<file path="config.mk">
export PLATFORM = sky130hd
export DESIGN_NAME = branch_resolve_unit
export DESIGN_NICKNAME = d
export VERILOG_FILES = /design/src/rtl/branch_resolve_unit.sv
export SDC_FILE = /design/constraint.sdc
export NUM_CORES = 1
export LEC_CHECK = 0
export BUFFER_PORTS_ARGS = -buffer_cell sky130_fd_sc_hd__buf_4
export CAP_MARGIN = 20
export CORE_AREA = 2 2 196 217
export DETAILED_ROUTE_END_ITERATION = 10
export DIE_AREA = 0 0 198 219
export PLACE_DENSITY = 0.81
export RECOVER_POWER = 100
export SKIP_LAST_GASP = 1
export SYNTH_ARGS = -nofsm -noshare
export SYNTH_HDL_FRONTEND = slang
export SYNTH_SLANG_ARGS = --single-unit
</file>
<file path="constraint.sdc">
create_clock -name clk -period 3.55 [get_ports clk]
set_clock_uncertainty 0.2 [all_clocks]
set_input_delay 0.5325 -clock clk [delete_from_list [all_inputs] [get_ports clk]]
set_output_delay 0.5325 -clock clk [all_outputs]
set_load 0.02 [all_outputs]
</file>
<file path="src/rtl/branch_resolve_unit.sv">
// EX-side branch resolution: carries fetch-time predictions down a tag pipe,
// compares them with resolved outcomes, drives BTB update, redirect and stats.
module branch_resolve_unit #(
  parameter int PIPE_DEPTH = 2,
  parameter int CNT_W      = 32
) (
  input  logic             clk,
  input  logic             arst_n,
  input  logic             en,
  input  logic             fetch_valid,
  input  logic [63:0]      fetch_pc,
  input  logic [63:0]      fetch_pred_pc,
  input  logic             ex_valid,
  input  logic             ex_is_branch,
  input  logic             ex_taken,
  input  logic [63:0]      ex_target,
  output logic             btb_en,
  output logic [63:0]      btb_prev_pc,
  output logic [63:0]      btb_branch_pc,
  output logic             btb_was_taken,
  output logic             redirect_valid,
  output logic [63:0]      redirect_pc,
  output logic             flush,
  output logic [CNT_W-1:0] branch_count,
  output logic [CNT_W-1:0] mispredict_count
);

  logic [PIPE_DEPTH-1:0] tag_v;
  logic [63:0]           tag_pc   [PIPE_DEPTH];
  logic [63:0]           tag_pred [PIPE_DEPTH];

  logic        r_valid;
  logic [63:0] r_pc;
  logic [63:0] r_pred;
  logic        res;
  logic        taken;
  logic        mis;
  logic [63:0] next_pc;

  assign r_valid = tag_v[PIPE_DEPTH-1];
  assign r_pc    = tag_pc[PIPE_DEPTH-1];
  assign r_pred  = tag_pred[PIPE_DEPTH-1];

  always_comb begin
    res     = en & ex_valid & r_valid;
    taken   = ex_is_branch & ex_taken;
    next_pc = taken ? ex_target : r_pc + 64'd4;
    mis     = res & (taken ? (r_pred != ex_target)
                           : (r_pred != 64'd0));
  end

  // A mispredict squashes every in-flight tag, including this cycle's fetch.
  always_ff @(posedge clk or negedge arst_n) begin
    if (!arst_n) begin
      tag_v <= '0;
      for (int i = 0; i < PIPE_DEPTH; i++) begin
        tag_pc[i]   <= '0;
        tag_pred[i] <= '0;
      end
    end else if (en) begin
      tag_v[0]    <= fetch_valid & ~mis;
      tag_pc[0]   <= fetch_pc;
      tag_pred[0] <= fetch_pred_pc;
      for (int i = 1; i < PIPE_DEPTH; i++) begin
        tag_v[i]    <= tag_v[i-1] & ~mis;
        tag_pc[i]   <= tag_pc[i-1];
        tag_pred[i] <= tag_pred[i-1];
      end
    end
  end

  always_ff @(posedge clk or negedge arst_n) begin
    if (!arst_n) begin
      btb_en           <= 1'b0;
      btb_prev_pc      <= '0;
      btb_branch_pc    <= '0;
      btb_was_taken    <= 1'b0;
      redirect_valid   <= 1'b0;
      redirect_pc      <= '0;
      flush            <= 1'b0;
      branch_count     <= '0;
      mispredict_count <= '0;
    end else begin
      btb_en         <= en;
      btb_was_taken  <= res & taken;
      redirect_valid <= mis;
      flush          <= mis;
      if (res && taken) begin
        btb_prev_pc   <= r_pc;
        btb_branch_pc <= ex_target;
      end
      if (mis)
        redirect_pc <= next_pc;
      if (res && ex_is_branch && branch_count != '1)
        branch_count <= branch_count + CNT_W'(1);
      if (mis && mispredict_count != '1)
        mispredict_count <= mispredict_count + CNT_W'(1);
    end
  end

endmodule
</file>
# ---- Yosys cells after proc, flatten, opt, wreduce, memory -nomap -nowiden
# Index checks and enable logic that the tools add are counted.
dict set report word_totals {
  mem_bits_rw 0
  memories 0
  romBits 0
  regBits 517
  word_cells 34
  output_inout_bits 260
  latchBits 0
  input_bits 199
}
dict set report op_classes {
  magnitude_cmp 0
  reduce_logical 5
  n_bitwise 8
  addsub 3
  eq_ne 3
  muxes 2
  div_mod_pow 0
  multipliers 0
  shifts 0
}
# operator n
set op_table {}
lappend op_table {{adder 32 x 1 -> 32 bit (second input constant)} 2}
lappend op_table {{adder 64 x 3 -> 64 bit (second input constant)} 1}
lappend op_table {{two-way mux 64 bit} 1}
lappend op_table {{!= test 32 bit (second input constant)} 2}
lappend op_table {{!= test 64 bit} 1}
lappend op_table {{nonzero test 64 bit} 1}
lappend op_table {{AND 1 bit} 7}
lappend op_table {{logical AND 1 bit} 4}
lappend op_table {{two-way mux 1 bit} 1}
lappend op_table {{inverter 1 bit} 1}

# ---- Logic depth before layout (Yosys ltp)
dict set report depth {
  ltp_word 5
  mapped_depth 10
  depth_no_buf 8
}

# ---- Worst setup path after synthesis
# No wires, ideal clock.
dict set report synth_timing {
  path_kind {input-to-reg}
  start {in ex_target[34]}
  end {reg redirect_pc[38]}
  stages 10
  t_arrival_ps 2594
  setup_time_ps 125
  path_slack_ps 631
  required_ps 3225
  path_buffers 3
  path_cell_list {inv_1 -> o2bb2ai_1 -> or4_1 -> nor4_1 -> and4_1 -> clkbuf_1 -> nand2b_1 -> buf_2 -> buf_4 -> mux2_2}
}
dict set report synth_via {
  elab_chain_len 3
}
# element line_no
set synth_lines {}
lappend synth_lines {{start: declaration} 16} ;# input logic [63:0] ex_target,
lappend synth_lines {{!= test 64 bit} 48} ;# mis = res & (taken ? (r_pred != ex_target)
lappend synth_lines {{two-way mux 1 bit} 48}
lappend synth_lines {{AND 1 bit} 48}
lappend synth_lines {{end signal: assignment} 93} ;# redirect_pc <= next_pc;
lappend synth_lines {{end: declaration} 22} ;# output logic [63:0] redirect_pc,
# Every way passes these cells.
# A chain may end at the register's enable or synchronous reset.

# ---- Worst setup path after layout
dict set report layout_timing {
  start {reg tag_pc, in the netlist r_pc[12]}
  end {reg redirect_pc[63]}
}
dict set report layout_via {
  elab_chain_len 2
}
# element line_no
set layout_lines {}
lappend layout_lines {{start: declaration} 29} ;# logic [63:0] tag_pc [PIPE_DEPTH];
lappend layout_lines {{start signal: indexed assignment} 66} ;# tag_pc[i] <= tag_pc[i-1];
lappend layout_lines {{adder 64 x 3 -> 64 bit} 47} ;# next_pc = taken ? ex_target : r_pc + 64'd4;
lappend layout_lines {{two-way mux 64 bit} 47}
# Every way passes these cells.

==> run_results.csv <==
group,metric,value,unit
setup_path,critPathLaunchType,"flip-flop",
finish,fin_nets,2540,
clocking,ctsLongestPathBuffers,3,
clocking,cts_setup_buffers,0,
synthesis,yosysWarnings,0,
synthesis,syn_inst,1713,
placed_design,dp_hpwl,45.7,mm
setup_path,ff2ff_setup_slack,300,ps
status,violations,"capacitance limit, slew limit",
die,ios,459,
finish,nFillCells,2975,
routing,drtIter0Drc,1085,
sta,fin_crit,3260,ps
sta,period_share,0.917,
synthesis,yosys.area.top_type,"dfrtp_1",
routing,first_pass_iters,5,
routing,detail_route.wirelength,66.1,mm
setup_path,worst-path-max-fanout,7,
synthesis,synth.most_common_cell,"dfrtp_1",
global_route,grtUsageTotal,0.307,
synthesis,synth_flop_cell,"dfrtp_1",
sta,slew_violations,356,
clocking,clock_sinks,517,
synthesis,synth-seq-cells,517,
routing,wire_per_inst,22.4,um
clocking,clockRootBuffer,"clkbuf_16",
clocking,ctsHtreeMaxLevel,2,
synthesis,syn_avg_cell_area,13.1,um^2
die,die_y,219,um
clocking,clock_latency,600,ps
sta,setup-violations-final,0,
routing,drc_errors,0,
sta,rsz0062_at_grt,"no",
pwr,p_leak,12.6,nW
synthesis,yosysUniqueCellTypes,46,
die,die_x,198,um
setup_path,endpoint_kind,"flip-flop",
min_path,hp-class,"in -> reg",
die,core_area,41100,um^2
finish,drive_gt1_frac,0.315,
global_route,grt_pass1_wl,101,mm
status,outcome,"complete, but fails checks",
setup_path,worstPathRequired,3830,ps
pwr,irDropWorstVdd,502,uV
sta,finalHoldViolCount,0,
synthesis,ys_seq_area_frac,0.578,
synthesis,synth_area,22400,um^2
sta,slew_headroom,-0.797,
routing,vias_per_cell,5.62,
synthesis,synth_common_cells,"dfrtp_1 (517), mux2_2 (436), nor2_1 (94)",
routing,drtAntennaViolNets,0,
clocking,cts_resized,0,
global_route,antenna_found_initial,7,
setup_path,arrival,3540,ps
placed_design,portBuffers,458,
setup_path,crit_type,"reg -> reg",
synthesis,yosysTopAreaCellShare,0.578,
clocking,clk_pin_slew_worst_paths,60,ps
placed_design,place_congestion,0.882,
sta,fmax,307,MHz
die,dieArea,43400,um^2
pwr,power.density,615,nW/um^2
synthesis,synth_nets,1915,
synthesis,async_reset_ff_frac,1.00,
die,initial_core_util,0.545,
global_route,grt_max_degree,191,
routing,dr_total_vias,16600,
finish,final_util,0.704,
global_route,grt_overflow,0,
die,rows,78,
clocking,ctsHoldBuffers,151,
synthesis,yosys-top-cells-area,"dfrtp_1 (58%), mux2_2 (22%), xor2_1 (3.5%), xnor2_1 (3.1%), nor2_1 (1.6%)",
job,maxCapViolCount,5,
clocking,cts_tree,"built",
sta,tns,0,ps
clocking,cts_buffers,51,
synthesis,synth_edf_count,0,
sta,tightest_slew,2700,ps
finish,syn_to_final_growth,29.1,%
global_route,grt_pass1_vias,17400,
layout make-up:
class	count	area, um^2	share of cell area
multi-input cells	1096	9070	0.314
well taps	560	701	0.0242
inverters	24	90.1	0.00312
flip-flops and latches	517	12900	0.447
repair buffers	648	4270	0.148
diodes	9	22.5	0.000779
clock buffers	76	1520	0.0526
clock inverters	19	299	0.0103
per-layer routing:
metal,up-vias,track usage,part of all wire
met2,633,0.517,0.50
met1,8459,0.388,0.39
met4,2,0.133,0.042
li1,7320,-,-
met3,163,0.0586,0.063
met5,-,0,0.00026
stage by stage:
stage	hold WS (ps)	total power (W)	instance area, um^2	std cells	setup slack, ps
after floorplan	36.9	0.0102	22400	1713	631
after global placement	272	0.0123	26700	2694	453
after detailed placement	274	0.0125	26700	2694	386
after CTS	0.133	0.0185	30000	2940	381
after global routing	8.18	0.0185	28900	2945	147
final	27.8	0.0178	28900	2949	295
cell usage in the layout (no fill, tap or decap), types with 4 or more instances in the layout:
| cell | Yosys | final |
|---|---|---|
| dfrtp_1 | 517 | 517 |
| mux2_2 | 436 | 430 |
| clkbuf_1 | 65 | 285 |
| buf_4 | 4 | 195 |
| dlygate4sd3_1 | 0 | 151 |
| nor2_1 | 94 | 94 |
| xor2_1 | 89 | 89 |
| xnor2_1 | 79 | 79 |
| nand2_1 | 63 | 62 |
| a21oi_1 | 58 | 58 |
| nand4_1 | 53 | 53 |
| clkbuf_16 | 0 | 51 |
| nand3_1 | 49 | 49 |
| nor4_1 | 34 | 34 |
| inv_1 | 24 | 24 |
| nor3_1 | 23 | 24 |
| and3_1 | 23 | 23 |
| clkbuf_8 | 0 | 15 |
| clkbuf_4 | 0 | 14 |
| o21ai_0 | 12 | 12 |
| and4_1 | 11 | 11 |
| mux2_1 | 5 | 11 |
| diode_2 | 0 | 9 |
| nor2b_1 | 9 | 9 |
| clkinv_2 | 0 | 8 |
| bufinv_16 | 0 | 7 |
| and2_1 | 5 | 5 |
| buf_12 | 0 | 5 |
| clkbuf_2 | 0 | 5 |
| o2bb2ai_1 | 4 | 4 |
| nand2b_1 | 5 | 4 |
| nor3_2 | 5 | 4 |
| nor3b_1 | 4 | 4 |
| mux2i_1 | 4 | 4 |
sequential cells by signal, summed over array words and instances (netlist names):
| register | flops |
|---|---|
| btb_en | 1 |
| redirect_pc | 64 |
| flush | 1 |
| mispredict_count | 32 |
| btb_prev_pc | 64 |
| btb_branch_pc | 64 |
| tag_pred | 64 |
| btb_was_taken | 1 |
| tag_v | 2 |
| r_pred | 64 |
| r_pc | 64 |
| tag_pc | 64 |
| branch_count | 32 |
critical path, cell delays in order (launching register included):
cell and delay (ps):
dfrtp_1 460, and4_1 380, or4b_4 540, nor4_1 380, clkbuf_1 360, nand4_1 220, xor2_1 220, a21oi_1 90
mux2_2 280
cell families (layout without fill, tap and decap cells):
group,after synthesis,count (layout),synth area share
buffers and inverters,100,767,0.0180
and+or+nand+nor,393,393,0.0917
adders and majority gates,3,3,0.00168
other,0,9,0
xor gates and xnor gates,168,168,0.0657
DFF,517,517,0.578
muxes,445,445,0.223
AOI/OAI and AO/OA,87,87,0.0218
power by group:
group,internal [W],switching [W]
Combinational,0.00165,0.00240
Clock,0.00348,0.00235
Sequential,0.00703,0.000874
worst paths after layout:
| kind | cells past startpoint | startpoint | end |
|---|---|---|---|
| min in group asynchronous | 2 | arst_n | btb_prev_pc[61] |
| max in group asynchronous | 3 | arst_n | branch_count[4] |
| worst min register to register | 2 | tag_pred[91] | r_pred[27] |
| worst min-delay path | 2 | ex_target[5] | btb_branch_pc[5] |
| worst max register to register | 8 | r_pc[12] | redirect_pc[63] |
| worst max-delay path | 8 | r_pc[12] | redirect_pc[63] |
No activity file was read; power rests on OpenSTA's default activity.
